--- src/rtl/if_stage_pkg.sv ---
// Shared constants and types for the instruction-fetch stage.
// IF_ADEF_CHECK_EN widens the fetch-to-decode bus by one trailing fs_adef bit.
package if_stage_pkg;

`ifdef IF_ADEF_CHECK_EN
    localparam int FS2DS_BUS_LEN = 65;
`else
    localparam int FS2DS_BUS_LEN = 64;
`endif

    localparam int          BR_BUS_LEN       = 33;
    localparam logic [31:0] RESET_PC_DEFAULT = 32'h1c00_0000;

    typedef struct packed {
        logic        taken;
        logic [31:0] target;
    } br_zip_t;

    // Sequential successor; 32-bit modulo so 0xFFFF_FFFC wraps to 0.
    function automatic logic [31:0] seq_pc(input logic [31:0] pc);
        return pc + 32'd4;
    endfunction

endpackage

--- src/rtl/if_stage_if.sv ---
// Fetch-to-decode handshake: valid/bus from IF, allowin back from decode.
// Bus width follows IF_ADEF_CHECK_EN through if_stage_pkg.
interface if_stage_if;
    import if_stage_pkg::*;

    logic                     fs2ds_valid;
    logic                     ds_allowin;
    logic [FS2DS_BUS_LEN-1:0] fs2ds_bus;

    modport master (
        output fs2ds_valid,
        output fs2ds_bus,
        input  ds_allowin
    );

    modport slave (
        input  fs2ds_valid,
        input  fs2ds_bus,
        output ds_allowin
    );

endinterface

--- src/rtl/if_stage.sv ---
// Instruction-fetch stage: next-PC select, inst SRAM request, hold buffer, redirect latch.
// IF_ADEF_CHECK_EN enables the misaligned-PC (ADEF) check and the trailing fs_adef bus bit.
module if_stage
    import if_stage_pkg::*;
#(
    parameter logic [31:0] RESET_PC = RESET_PC_DEFAULT
) (
    input  logic                  clk,
    input  logic                  resetn,
    if_stage_if.master            fs2ds,
    input  logic [BR_BUS_LEN-1:0] br_zip,
    input  logic                  wb_ex,
    input  logic                  ertn_flush,
    input  logic [31:0]           ex_entry,
    input  logic [31:0]           ertn_entry,
    output logic                  inst_sram_en,
    output logic [3:0]            inst_sram_we,
    output logic [31:0]           inst_sram_addr,
    output logic [31:0]           inst_sram_wdata,
    input  logic [31:0]           inst_sram_rdata
);

    br_zip_t     br;
    logic [31:0] nextpc;
    logic        to_fs_valid;
    logic        fs_ready_go;
    logic        fs_allowin;
    logic        fs_issue;
    logic        flush;
    logic        redirect;

    logic        fs_valid;
    logic [31:0] fs_pc;
    logic        fs_cancel;
    logic        inst_buf_valid;
    logic [31:0] inst_buf;
    logic        redir_pending;
    logic [31:0] redir_target;
    logic [31:0] inst;

    assign br       = br_zip_t'(br_zip);
    assign flush    = wb_ex | ertn_flush;
    assign redirect = flush | br.taken;

    always_comb begin
        nextpc = seq_pc(fs_pc);
        if (wb_ex)
            nextpc = ex_entry;
        else if (ertn_flush)
            nextpc = ertn_entry;
        else if (redir_pending)
            nextpc = redir_target;
        else if (br.taken)
            nextpc = br.target;
    end

    assign to_fs_valid = resetn;
    assign fs_ready_go = 1'b1;
    assign fs_allowin  = ~fs_valid | (fs_ready_go & fs2ds.ds_allowin);
    assign fs_issue    = to_fs_valid & fs_allowin;

    assign inst_sram_we    = '0;
    assign inst_sram_wdata = '0;
    assign inst_sram_addr  = nextpc;

`ifdef IF_ADEF_CHECK_EN
    logic next_adef;
    logic fs_adef;

    assign next_adef    = |nextpc[1:0];
    assign inst_sram_en = fs_issue & ~next_adef;

    always_ff @(posedge clk or negedge resetn) begin
        if (!resetn)
            fs_adef <= 1'b0;
        else if (fs_issue)
            fs_adef <= next_adef;
    end
`else
    assign inst_sram_en = fs_issue;
`endif

    always_ff @(posedge clk or negedge resetn) begin
        if (!resetn) begin
            fs_valid <= 1'b0;
            fs_pc    <= RESET_PC - 32'd4;
        end else if (fs_issue) begin
            fs_valid <= 1'b1;
            fs_pc    <= nextpc;
        end
    end

    // A redirect that cannot issue leaves the current IF instruction wrong-path.
    always_ff @(posedge clk or negedge resetn) begin
        if (!resetn)
            fs_cancel <= 1'b0;
        else if (fs_issue)
            fs_cancel <= 1'b0;
        else if (redirect)
            fs_cancel <= 1'b1;
    end

    // nextpc already equals the winning redirect target whenever a latch happens:
    // a flush always wins, and a branch only latches when nothing is pending.
    always_ff @(posedge clk or negedge resetn) begin
        if (!resetn) begin
            redir_pending <= 1'b0;
            redir_target  <= '0;
        end else if (fs_issue) begin
            redir_pending <= 1'b0;
        end else if (flush | (br.taken & ~redir_pending)) begin
            redir_pending <= 1'b1;
            redir_target  <= nextpc;
        end
    end

    // Any issue replaces fs_pc, so buffered data for the old pc is dropped there too.
    always_ff @(posedge clk or negedge resetn) begin
        if (!resetn) begin
            inst_buf_valid <= 1'b0;
            inst_buf       <= '0;
        end else if (fs_issue | redirect) begin
            inst_buf_valid <= 1'b0;
        end else if (fs_valid & ~fs2ds.ds_allowin & ~inst_buf_valid) begin
            inst_buf_valid <= 1'b1;
            inst_buf       <= inst_sram_rdata;
        end
    end

`ifdef IF_ADEF_CHECK_EN
    assign inst            = fs_adef ? '0 : (inst_buf_valid ? inst_buf : inst_sram_rdata);
    assign fs2ds.fs2ds_bus = {fs_pc, inst, fs_adef};
`else
    assign inst            = inst_buf_valid ? inst_buf : inst_sram_rdata;
    assign fs2ds.fs2ds_bus = {fs_pc, inst};
`endif

    assign fs2ds.fs2ds_valid = fs_valid & ~fs_cancel & ~flush;

endmodule
--- src/flat_wrapper.sv ---
// flat-port wrapper written by rule: the top's interface ports become plain ports
module if_stage_flat import if_stage_pkg::*;
#(
    parameter logic [31:0] RESET_PC = RESET_PC_DEFAULT
)
  (clk, resetn, br_zip, wb_ex, ertn_flush, ex_entry, ertn_entry, inst_sram_en, inst_sram_we, inst_sram_addr, inst_sram_wdata, inst_sram_rdata, fs2ds_fs2ds_valid, fs2ds_fs2ds_bus, fs2ds_ds_allowin);
  if_stage_if fs2ds_i ();
  input  logic clk;
  input  logic resetn;
  input  logic [BR_BUS_LEN-1:0] br_zip;
  input  logic wb_ex;
  input  logic ertn_flush;
  input  logic [31:0] ex_entry;
  input  logic [31:0] ertn_entry;
  output logic inst_sram_en;
  output logic [3:0] inst_sram_we;
  output logic [31:0] inst_sram_addr;
  output logic [31:0] inst_sram_wdata;
  input  logic [31:0] inst_sram_rdata;
  output wire logic [$bits(fs2ds_i.fs2ds_valid)-1:0] fs2ds_fs2ds_valid;
  output wire logic [$bits(fs2ds_i.fs2ds_bus)-1:0] fs2ds_fs2ds_bus;
  input wire logic [$bits(fs2ds_i.ds_allowin)-1:0] fs2ds_ds_allowin;
  assign fs2ds_fs2ds_valid = fs2ds_i.fs2ds_valid;
  assign fs2ds_fs2ds_bus = fs2ds_i.fs2ds_bus;
  assign fs2ds_i.ds_allowin = fs2ds_ds_allowin;
  if_stage #(.RESET_PC(RESET_PC)) u_core (.clk(clk), .resetn(resetn), .fs2ds(fs2ds_i), .br_zip(br_zip), .wb_ex(wb_ex), .ertn_flush(ertn_flush), .ex_entry(ex_entry), .ertn_entry(ertn_entry), .inst_sram_en(inst_sram_en), .inst_sram_we(inst_sram_we), .inst_sram_addr(inst_sram_addr), .inst_sram_wdata(inst_sram_wdata), .inst_sram_rdata(inst_sram_rdata));
endmodule
--- config.mk ---
export PLATFORM = sky130hd
export DESIGN_NAME = if_stage_flat
export DESIGN_NICKNAME = d
export VERILOG_FILES = /design/src/rtl/if_stage_pkg.sv /design/src/rtl/if_stage_if.sv /design/src/rtl/if_stage.sv /design/src/flat_wrapper.sv
export SDC_FILE = /design/constraint.sdc
export NUM_CORES = 1
export LEC_CHECK = 0
export ABC_AREA = 1
export BUFFER_PORTS_ARGS = -buffer_cell sky130_fd_sc_hd__buf_4
export CAP_MARGIN = 40
export CELL_PAD_IN_SITES_DETAIL_PLACEMENT = 0
export CELL_PAD_IN_SITES_GLOBAL_PLACEMENT = 1
export CORE_MARGIN = 1
export CORE_UTILIZATION = 30
export DETAILED_ROUTE_END_ITERATION = 16
export GPL_ROUTABILITY_DRIVEN = 0
export PLACE_DENSITY = 0.78
export SETUP_SLACK_MARGIN = 0.05
export SLEW_MARGIN = 20
export SYNTH_ARGS = -nofsm -noshare
export SYNTH_HDL_FRONTEND = slang
export SYNTH_SLANG_ARGS = --single-unit
export TNS_END_PERCENT = 100
--- constraint.sdc ---
create_clock -name clk -period 1.84 [get_ports clk]
set_clock_uncertainty 0.1 [all_clocks]
set_input_delay 0.368 -clock clk [delete_from_list [all_inputs] [get_ports clk]]
set_output_delay 0.368 -clock clk [all_outputs]
set_load 0.1 [all_outputs]
==> results of run 1 <==
-- critical path, delay by kind of cell (launching register included) --
family,cells,cell delay (ns)
buffers and inverters,3,0.48
AND/OR/NAND/NOR,3,0.44
AO/OA/AOI/OAI,2,0.27
XOR/XNOR,1,0.15
flip-flops,1,0.65
-- routing by layer --
metal	routed length (um)	share of wire, %	up-vias	track usage [%]
li1	-	-	3911	-
met2	13450	50	229	40.92
met4	581	2.1	0	7.750
met1	11880	44	3696	30.90
met5	0	0	-	0
met3	1181	4.4	36	2.922
-- metrics by stage --
stage          util [%]  setup slack (ns)
6_report          61.05           -0.9684
4_1_cts           59.37           -0.9193
5_1_grt           61.05            -1.044
2_1_floorplan         -            -1.301
3_5_place_dp      47.84           -0.6817
3_3_place_gp      47.84           -0.6492
-- synthesized netlist by cell type (3+ instances only) --
cell type	number
xnor2_1	3
clkbuf_1	25
dfrtp_1	74
nand2_2	14
o21ai_0	92
nor2_2	6
nand2_1	414
buf_4	37
a21oi_1	33
and2_1	3
a31oi_1	6
o21ai_1	15
inv_2	3
nor2_1	118
xor2_1	3
nor2_4	7
buf_2	23
o211ai_1	7
dfstp_2	26
inv_1	75
nand3_1	32
a22oi_1	5
-- how the worst min path moves through the flow --
stage | startpoint | end | slack (ns)
5_1_grt | resetn | u_core.fs_pc[31] | 0.12
2_1_floorplan | resetn | u_core.fs_cancel | -0.03
6_report | resetn | u_core.fs_pc[31] | 0.03
3_3_place_gp | u_core.redir_target[6] | u_core.redir_target[6] | 0.36
4_1_cts | resetn | u_core.fs_pc[31] | 0.10
3_5_place_dp | u_core.redir_target[1] | u_core.redir_target[1] | 0.36
-- cell type report --
type                    instances  share of cell area [%]
clock buffers                  10                   1.878
clock inverters                 6                  0.2723
inverters                      78                   2.235
multi-input cells             804                   37.13
flip-flops and latches        100                   19.82
well taps                     280                   2.629
repair buffers                415                   36.03
-- flip-flops by register name, summed over array words and instances (netlist names) --
register,flops
u_core.inst_buf_valid,1
u_core.inst_buf,32
u_core.fs_pc,32
u_core.redir_pending,1
u_core.redir_target,32
u_core.fs_cancel,1
u_core.fs_valid,1
-- repair_timing --
item	4_1_cts	5_1_grt
gates resized for setup	453	72
pin swaps	72	45
endpoints found under the setup margin	147	165
cloned	9	3
setup buffers	36	14
-- where the power goes --
group | leakage (nW) | total [W] | switching (W) | internal (W)
Clock | 0.144 | 0.00192 | 0.000919 | 0.000998
Combinational | 5.07 | 0.00566 | 0.00356 | 0.00210
Sequential | 1.19 | 0.00302 | 0.000338 | 0.00268
Total | 6.40 | 0.0106 | 0.00481 | 0.00578
-- cell families after synthesis --
family	count (synthesis)	share of synthesized area (%)
AOI/OAI and AO/OA	162	12.88
adders and majority gates	1	0.1875
DFF	100	37.99
and+or+nand+nor	599	36.36
xor gates and xnor gates	6	0.7877
buffers and inverters	164	11.74
other	1	0.05620
==> flow_summary.toml, run 1 <==
[drt]
finalWirelength_um = 27090
ant_nets = 0
vias = 7872
vias_per_cell = 4.650
drt_iter0_markers = 407
drc = 0
drt_pass1_iterations = 5
wl_per_cell_um = 16.00

[final_layout]
area_growth_syn_to_layout_pct = 99.68
drive_gt1_share_pct = 48.76
multi_input_area_um2 = 4947
final_design_area_no_fill_um2 = 13320
final_common_cell = "nand2_1"
mostFrequentLayoutCells = "nand2_1 (317), buf_4 (248), buf_12 (104)"
register_area_um2 = 2641
nets = 1543
n_fill_cell = 1861
antenna_cells = 0
layout.cells.non_filler = 1693

[grt]
grt_pass1_vias = 7977
antenna_found_initial = 0
grt-ovfl-total = 0
grtUsageTotal_pct = 23.83
grt_pass1_wl_um = 41740
grt_max_degree = 101

[floorplan]
coreArea_um2 = 21820
ios = 268
die_y_um = 151.1
dieArea_um2 = 22840
initial_core_util_pct = 30.58
die_x_um = 151.1
std_cell_rows = 54

[sta]
layout_min_cycle_time_ns = 2.808
whs_ns = 0.02900
finalMaxSlewViolations = 0
tightest_slew_ns = 0.6034
fin_tns_setup_ns = -49.00
setup_slack_ns = -0.9684
setup-violations-final = 120
finalHoldViolCount = 0
post-route-period-util_pct = 152.6
rsz0062_at_grt = "yes"
slew_headroom_pct = 59.77
fmax_ghz = 0.3561

[critical_path]
startpoint = "u_core.fs_pc[3]"
endpoint = "inst_sram_addr[7]"
slowest_stage = "dfstp_4"
critPathMaxFanout = 5
startpoint_type = "register"
required_ns = 1.37
worstPathArrival_ns = 2.34
crit_path_max_incr_delay_ns = 0.65
path_class = "register to output pin"
r2r_cells = 12
end_kind = "output pin"
cp_cell_sequence = "nand2_2 -> nor2_4 -> nand2_4 -> buf_4 -> buf_6 -> xnor2_4 -> o21ai_2 -> a31oi_4 -> buf_12"
r2r_slack_ns = -0.50
critical_path.reg2reg.endpoint = "u_core.redir_target[7]"
reg2reg_from = "u_core.fs_pc[3]"

[clocking]
cts.htree.levels = 3
clkTransAtPathRegs_ns = 0.08
cts_buffers = 9
cts_tree = "yes"
cts_buffer_depth = 2
insertion_delay_ns = 0.36
cts.sinks = 100
clockRootBuffer = "clkbuf_16"
ctsHoldBuffers = 0

[power_and_ir_drop]
powerDensity_nw_per_um2 = 795.3
leakage_nw = 6.402
peakVddDrop_mv = 0.4942
total_power_w = 0.01060

[run]
cap_violations = 0

[yosys]
synthArstFlopShare_pct = 100.0
synth_top_area_cell = "dfrtp_1"
ys_types = 33
synthTopCellsByArea = "dfrtp_1 (28%), nand2_1 (23%), dfstp_2 (10%), o21ai_0 (6.9%), nor2_1 (6.6%)"
synth_edf_count = 0
yosysWarnings = 0
synth_flop_cell = "dfrtp_1"
synth_top_cell_area_share_pct = 27.75
synth.avg_cell_area_um2 = 6.459
syn_area_um2 = 6673
syn_inst = 1033
ys_seq_elements = 100
synth-seq-area-share_pct = 37.99

[run_status]
outcome = "complete, but fails checks"
violations = "negative setup slack"

[place]
dpl.cell_count = 1623
port_buffers = 231
hpwl_um = 18910
placed_cell_area_um2 = 10440

[min_path]
min_path_type = "input port to async pin"
No activity file was read; power rests on OpenSTA's default activity.
==> inputs of run 2 (changes only) <==
Settings changed: RECOVER_POWER from default to 50.
==> run 2 against run 1 <==
The flow still finishes with violations (negative setup slack). Fmax about the same. Die area stayed put. Sequential share of layout area about the same. Largest cell class unchanged.
==> flow_summary.toml, run 2 (synthesized netlist as in run 1, its figures left out) <==
[drt]
drt_iter0_markers = 406
wl_per_cell_um = 16.00
vias = 7868
ant_nets = 0
drc = 0
vias_per_cell = 4.647
drt_pass1_iterations = 5
finalWirelength_um = 27090

[sta]
rsz0062_at_grt = "yes"
layout_min_cycle_time_ns = 2.808
slew_headroom_pct = 1.791
finalHoldViolCount = 0
post-route-period-util_pct = 152.6
finalMaxSlewViolations = 0
setup_slack_ns = -0.9683
fmax_ghz = 0.3561
whs_ns = 0.2068
setup-violations-final = 165
tightest_slew_ns = 1.473
fin_tns_setup_ns = -50.35

[final_layout]
drive_gt1_share_pct = 48.69
mostFrequentLayoutCells = "nand2_1 (317), buf_4 (247), buf_12 (103)"
final_util_pct = 60.98
final_common_cell = "nand2_1"
antenna_cells = 0
nets = 1543
area_growth_syn_to_layout_pct = 99.44
n_fill_cell = 1863
top_regs = "u_core.fs_pc: 32 flops, u_core.inst_buf: 32 flops, u_core.redir_target: 32 flops"

[place]
dpl_worst_slack_ns = -0.6817
port_buffers = 231
hpwl_um = 18910

[critical_path]
path_class = "register to output pin"
required_ns = 1.37
critPathMaxFanout = 5
crit_path_max_incr_delay_ns = 0.65
worstPathArrival_ns = 2.34
reg2reg_from = "u_core.fs_pc[3]"
startpoint = "u_core.fs_pc[3]"
cp.depth = 9
path_delay_family = "flip-flops"
slowest_stage = "dfstp_4"
worst-path-buf-inv = 3
cp_cell_sequence = "nand2_2 -> nor2_4 -> nand2_4 -> buf_4 -> buf_6 -> xnor2_4 -> o21ai_2 -> a31oi_4 -> buf_12"
end_kind = "output pin"
r2r_cells = 12
startpoint_type = "register"

[grt]
grt_pass1_vias = 7977
grt_pass1_wl_um = 41740
grt_max_degree = 101
grt-ovfl-total = 0
grtUsageTotal_pct = 23.83
antenna_found_initial = 0

[run_status]
violations = "negative setup slack"
outcome = "complete, but fails checks"

[min_path]
min_path_type = "input port to register"
holdCritStartpoint = "inst_sram_rdata[27]"
holdPathStages = 3

[floorplan]
initial_core_util_pct = 30.58
dieArea_um2 = 22840
die_y_um = 151.1
die_x_um = 151.1
coreArea_um2 = 21820
ios = 268
std_cell_rows = 54

[clocking]
cts_buffers = 9
cts_buffer_depth = 2
clkTransAtPathRegs_ns = 0.08
ctsHoldBuffers = 0
cts.htree.levels = 3
cts_tree = "yes"
clockRootBuffer = "clkbuf_16"
insertion_delay_ns = 0.36
cts.sinks = 100

[power_and_ir_drop]
peakVddDrop_mv = 0.4942
powerDensity_nw_per_um2 = 795.9
leakage_nw = 6.394
total_power_w = 0.01059

[run]
cap_violations = 0
-- run 2: metrics by stage --
stage	area, um^2	std cells
after floorplan	7715	1068
after global placement	10440	1623
final	13310	1693
after detailed placement	10440	1623
after CTS	12960	1683
after global routing	13310	1693
-- run 2: layout make-up --
class                      count  area [um^2]  share of cell area (%)
timing repair buffer         415         4785                   35.95
clock inverter                 6        36.28                  0.2727
sequential                   100         2641                   19.85
tap                          280        350.3                   2.633
multi-input combinational    804         4947                   37.18
clock buffer                  10        250.2                   1.880
inverter                      78        297.8                   2.238
-- run 2: repair_timing --
action                     in CTS  in global routing
gates resized for setup       453                 72
buffers inserted               36                 14
cloned                          9                  3
pin swaps                      72                 45
setup endpoints to repair     147                165
-- run 2: final timing paths --
check	endpoint	slack (ns)
worst max-delay path	inst_sram_addr[7]	-0.97
worst min-delay path	u_core.inst_buf[27]	0.21
worst max register to register	u_core.redir_target[7]	-0.50
worst min register to register	u_core.redir_target[31]	0.38
max in group asynchronous	u_core.fs_pc[1]	-0.20
min in group asynchronous	u_core.fs_pc[31]	0.69
-- run 2: power by group --
part | total (W) | switching [W] | internal (W) | leakage, nW
combinational | 0.00566 | 0.00356 | 0.00210 | 5.06
clock | 0.00192 | 0.000920 | 0.000998 | 0.144
sequential | 0.00302 | 0.000338 | 0.00268 | 1.19
-- run 2: tightest hold or removal path: stages --
cell and delay, ns:
buf_4 0.08, inv_1 0.06, o21ai_1 0.12
-- run 2: metal layers --
layer / part of all wire [%] / vias to the layer above / wire length [um] / global-route usage [%]
li1: - / 3911 / - / -
met1: 44 / 3696 / 11950 / 30.90
met2: 50 / 225 / 13430 / 40.92
met3: 4.2 / 36 / 1128 / 2.922
met4: 2.1 / 0 / 582 / 7.750
met5: 0 / - / 0 / 0
==> inputs of run 3 (changes only) <==
Settings changed: ABC_AREA 1 to 0, CORE_UTILIZATION 30 to 33.
==> run 3 against run 2 <==
The flow still finishes with violations (negative setup slack). Wire length up 11%. Sequential power about the same. Sequential share of layout area down 0.49 points. Global-route usage up 4.2 points. Largest cell class is now non-clock buffers. Highest routed layer unchanged.
==> flow_summary.toml, run 3 <==
[clocking]
cts.htree.levels = 3
cts.sinks = 100
cts_buffers = 9
cts_buffer_depth = 2
cts_tree = "yes"
clkTransAtPathRegs_ns = 0.07
insertion_delay_ns = 0.36
clockRootBuffer = "clkbuf_16"

[yosys]
synth-seq-area-share_pct = 38.50
synth_edf_count = 0
ys_seq_elements = 100
syn_area_um2 = 6584
synthTopCellsByArea = "dfrtp_1 (28%), mux2_2 (14%), dfstp_2 (10%), buf_4 (4.1%), nand2_1 (3.6%)"
synth_flop_cell = "dfrtp_1"
syn_inst = 698
yosysMostFrequentCell = "mux2_2"
synth_top_cell_area_share_pct = 28.13
synth_common_cells = "mux2_2 (82), dfrtp_1 (74), nand2_1 (63)"
ys_types = 70
yosysWarnings = 0
synth_top_area_cell = "dfrtp_1"
synth.avg_cell_area_um2 = 9.432
synthArstFlopShare_pct = 100.0

[sta]
slew_headroom_pct = 15.45
whs_ns = 0.1555
finalHoldViolCount = 0
post-route-period-util_pct = 169.4
setup-violations-final = 128
rsz0062_at_grt = "yes"
layout_min_cycle_time_ns = 3.117
finalMaxSlewViolations = 0
fmax_ghz = 0.3208
tightest_slew_ns = 1.268
fin_tns_setup_ns = -59.46
setup_slack_ns = -1.277

[power_and_ir_drop]
leakage_nw = 5.941
internal-power_w = 0.006382
p_comb_share_pct = 56.5
peakVddDrop_mv = 0.6306
p_clk_share_pct = 17.3
power.switching_w = 0.005253
switching_share_pct = 45.15
p_seq_share_pct = 26.2
powerDensity_nw_per_um2 = 868.3

[critical_path]
crit_path_max_incr_delay_ns = 0.65
r2r_slack_ns = -0.87
critPathMaxFanout = 7
reg2reg_from = "u_core.fs_pc[2]"
end_kind = "output pin"
slowest_stage = "dfstp_4"
critical_path.reg2reg.endpoint = "u_core.redir_target[10]"
cp_cell_sequence = "nand2_4 -> or4_4 -> or4_4 -> and3_4 -> nor2_4 -> buf_12"
worstPathArrival_ns = 2.65
r2r_cells = 11
startpoint_type = "register"
startpoint = "u_core.fs_pc[2]"
path_class = "register to output pin"
cp_common_cell = "or4_4"
required_ns = 1.37

[final_layout]
register_area_um2 = 2594
mostFrequentLayoutCells = "buf_4 (295), buf_12 (91), dfrtp_1 (70)"
nets = 1263
multi_input_area_um2 = 4967
final_common_cell = "buf_4"
drive_gt1_share_pct = 66.81
layout.cells.non_filler = 1398
final_util_pct = 68.63
antenna_cells = 0
area_growth_syn_to_layout_pct = 103.5
n_fill_cell = 1417
top_regs = "u_core.fs_pc: 32 flops, u_core.inst_buf: 32 flops, u_core.redir_target: 32 flops"

[place]
hpwl_um = 19960
dpl.cell_count = 1331
port_buffers = 231

[drt]
vias = 7541
drt_iter0_markers = 409
wl_per_cell_um = 21.42
ant_nets = 0
vias_per_cell = 5.394
drt_pass1_iterations = 5
finalWirelength_um = 29940
drc = 0

[grt]
grt_pass1_vias = 7582
grtUsageTotal_pct = 28.04
antenna_found_initial = 0
grt-ovfl-total = 0
grt_pass1_wl_um = 42700
grt_max_degree = 89

[floorplan]
std_cell_rows = 51
dieArea_um2 = 20520
die_y_um = 143.2
coreArea_um2 = 19530
ios = 268
die_x_um = 143.2
initial_core_util_pct = 33.72

[min_path]
min_delay_worst_endpoint = "u_core.inst_buf[3]"
min_path_type = "input port to register"
holdCritStartpoint = "inst_sram_rdata[3]"
holdPathStages = 2

[run]
cap_violations = 0

[run_status]
outcome = "complete, but fails checks"
violations = "negative setup slack"
[run 3: changes by cell type after synthesis, sizes merged, moves of 15 or more]
| cell | change |
|---|---|
| o31ai | +15 |
| o21ai | -72 |
| nand2 | -366 |
| mux2 | +83 |
| a221oi | +15 |
| nand3 | -18 |
| nor2 | -95 |
| inv | -61 |
[run 3: through the flow]
step / setup slack [ns] / total power, W / instance area (um^2)
after floorplan: -1.347 / 0.006874 / 7637
after global placement: -1.040 / 0.008322 / 10570
after detailed placement: -1.031 / 0.008385 / 10570
after CTS: -1.254 / 0.01134 / 12880
after global routing: -1.345 / 0.01202 / 13400
final: -1.277 / 0.01164 / 13400
[run 3: logic make-up (layout without fill, tap and decap cells)]
group	after synthesis	after routing	synth area share (%)
compound gates	202	202	20.87
xor+xnor	14	14	1.862
fa+ha+maj	1	1	0.1900
buf+inv	103	503	8.780
flops	100	100	38.50
mux	91	91	15.41
other cells	1	36	0.05696
simple gates	186	186	14.33
[run 3: worst max path at each step]
stage	depth (start not counted)	to	slack [ns]
final	6	inst_sram_addr[29]	-1.28
after global routing	9	inst_sram_addr[16]	-1.34
after CTS	6	inst_sram_addr[29]	-1.25
after detailed placement	6	inst_sram_addr[26]	-1.03
after global placement	6	inst_sram_addr[26]	-1.04
after floorplan	6	inst_sram_addr[29]	-1.35
[run 3: per-layer routing]
layer / track usage [%] / vias up / wire length, um
li1: - / 3399 / -
met1: 34.77 / 3719 / 11650
met2: 46.98 / 359 / 14930
met3: 5.332 / 64 / 2222
met4: 12.99 / 0 / 1134
met5: 0 / - / 0
[run 3: repair_timing]
| item | 4_1_cts | 5_1_grt |
|---|---|---|
| setup endpoints to repair | 175 | 180 |
| hold endpoints to repair | 9 | 0 |
| cloned | 6 | 2 |
| gates resized for setup | 366 | 100 |
| setup buffers | 38 | 19 |
| hold buffers | 1 | 0 |
| pin swaps | 64 | 37 |
[run 3: power by group through the flow]
stage               clock, W  sequential, W  combinational, W
floorplan                  0        0.00405           0.00282
global route         0.00214        0.00309           0.00680
CTS                  0.00203        0.00301           0.00630
global placement           0        0.00301           0.00531
detailed placement         0        0.00304           0.00535
finish               0.00201        0.00304           0.00658
[run 3: final cells by class]
type / count / share of cell area (%)
Inverter: 17 / 0.7190
Tap cell: 265 / 2.474
Clock buffer: 10 / 1.783
Clock inverter: 6 / 0.4762
Multi-Input combinational cell: 530 / 37.07
Timing Repair Buffer: 470 / 38.12
Sequential cell: 100 / 19.36
[run 3: worst max-delay path: cells and delay by family, from the launching register on]
family	cells	cell delay (ns)
buffers and inverters	1	0.18
flip-flops	1	0.65
AND/OR/NAND/NOR	5	1.45
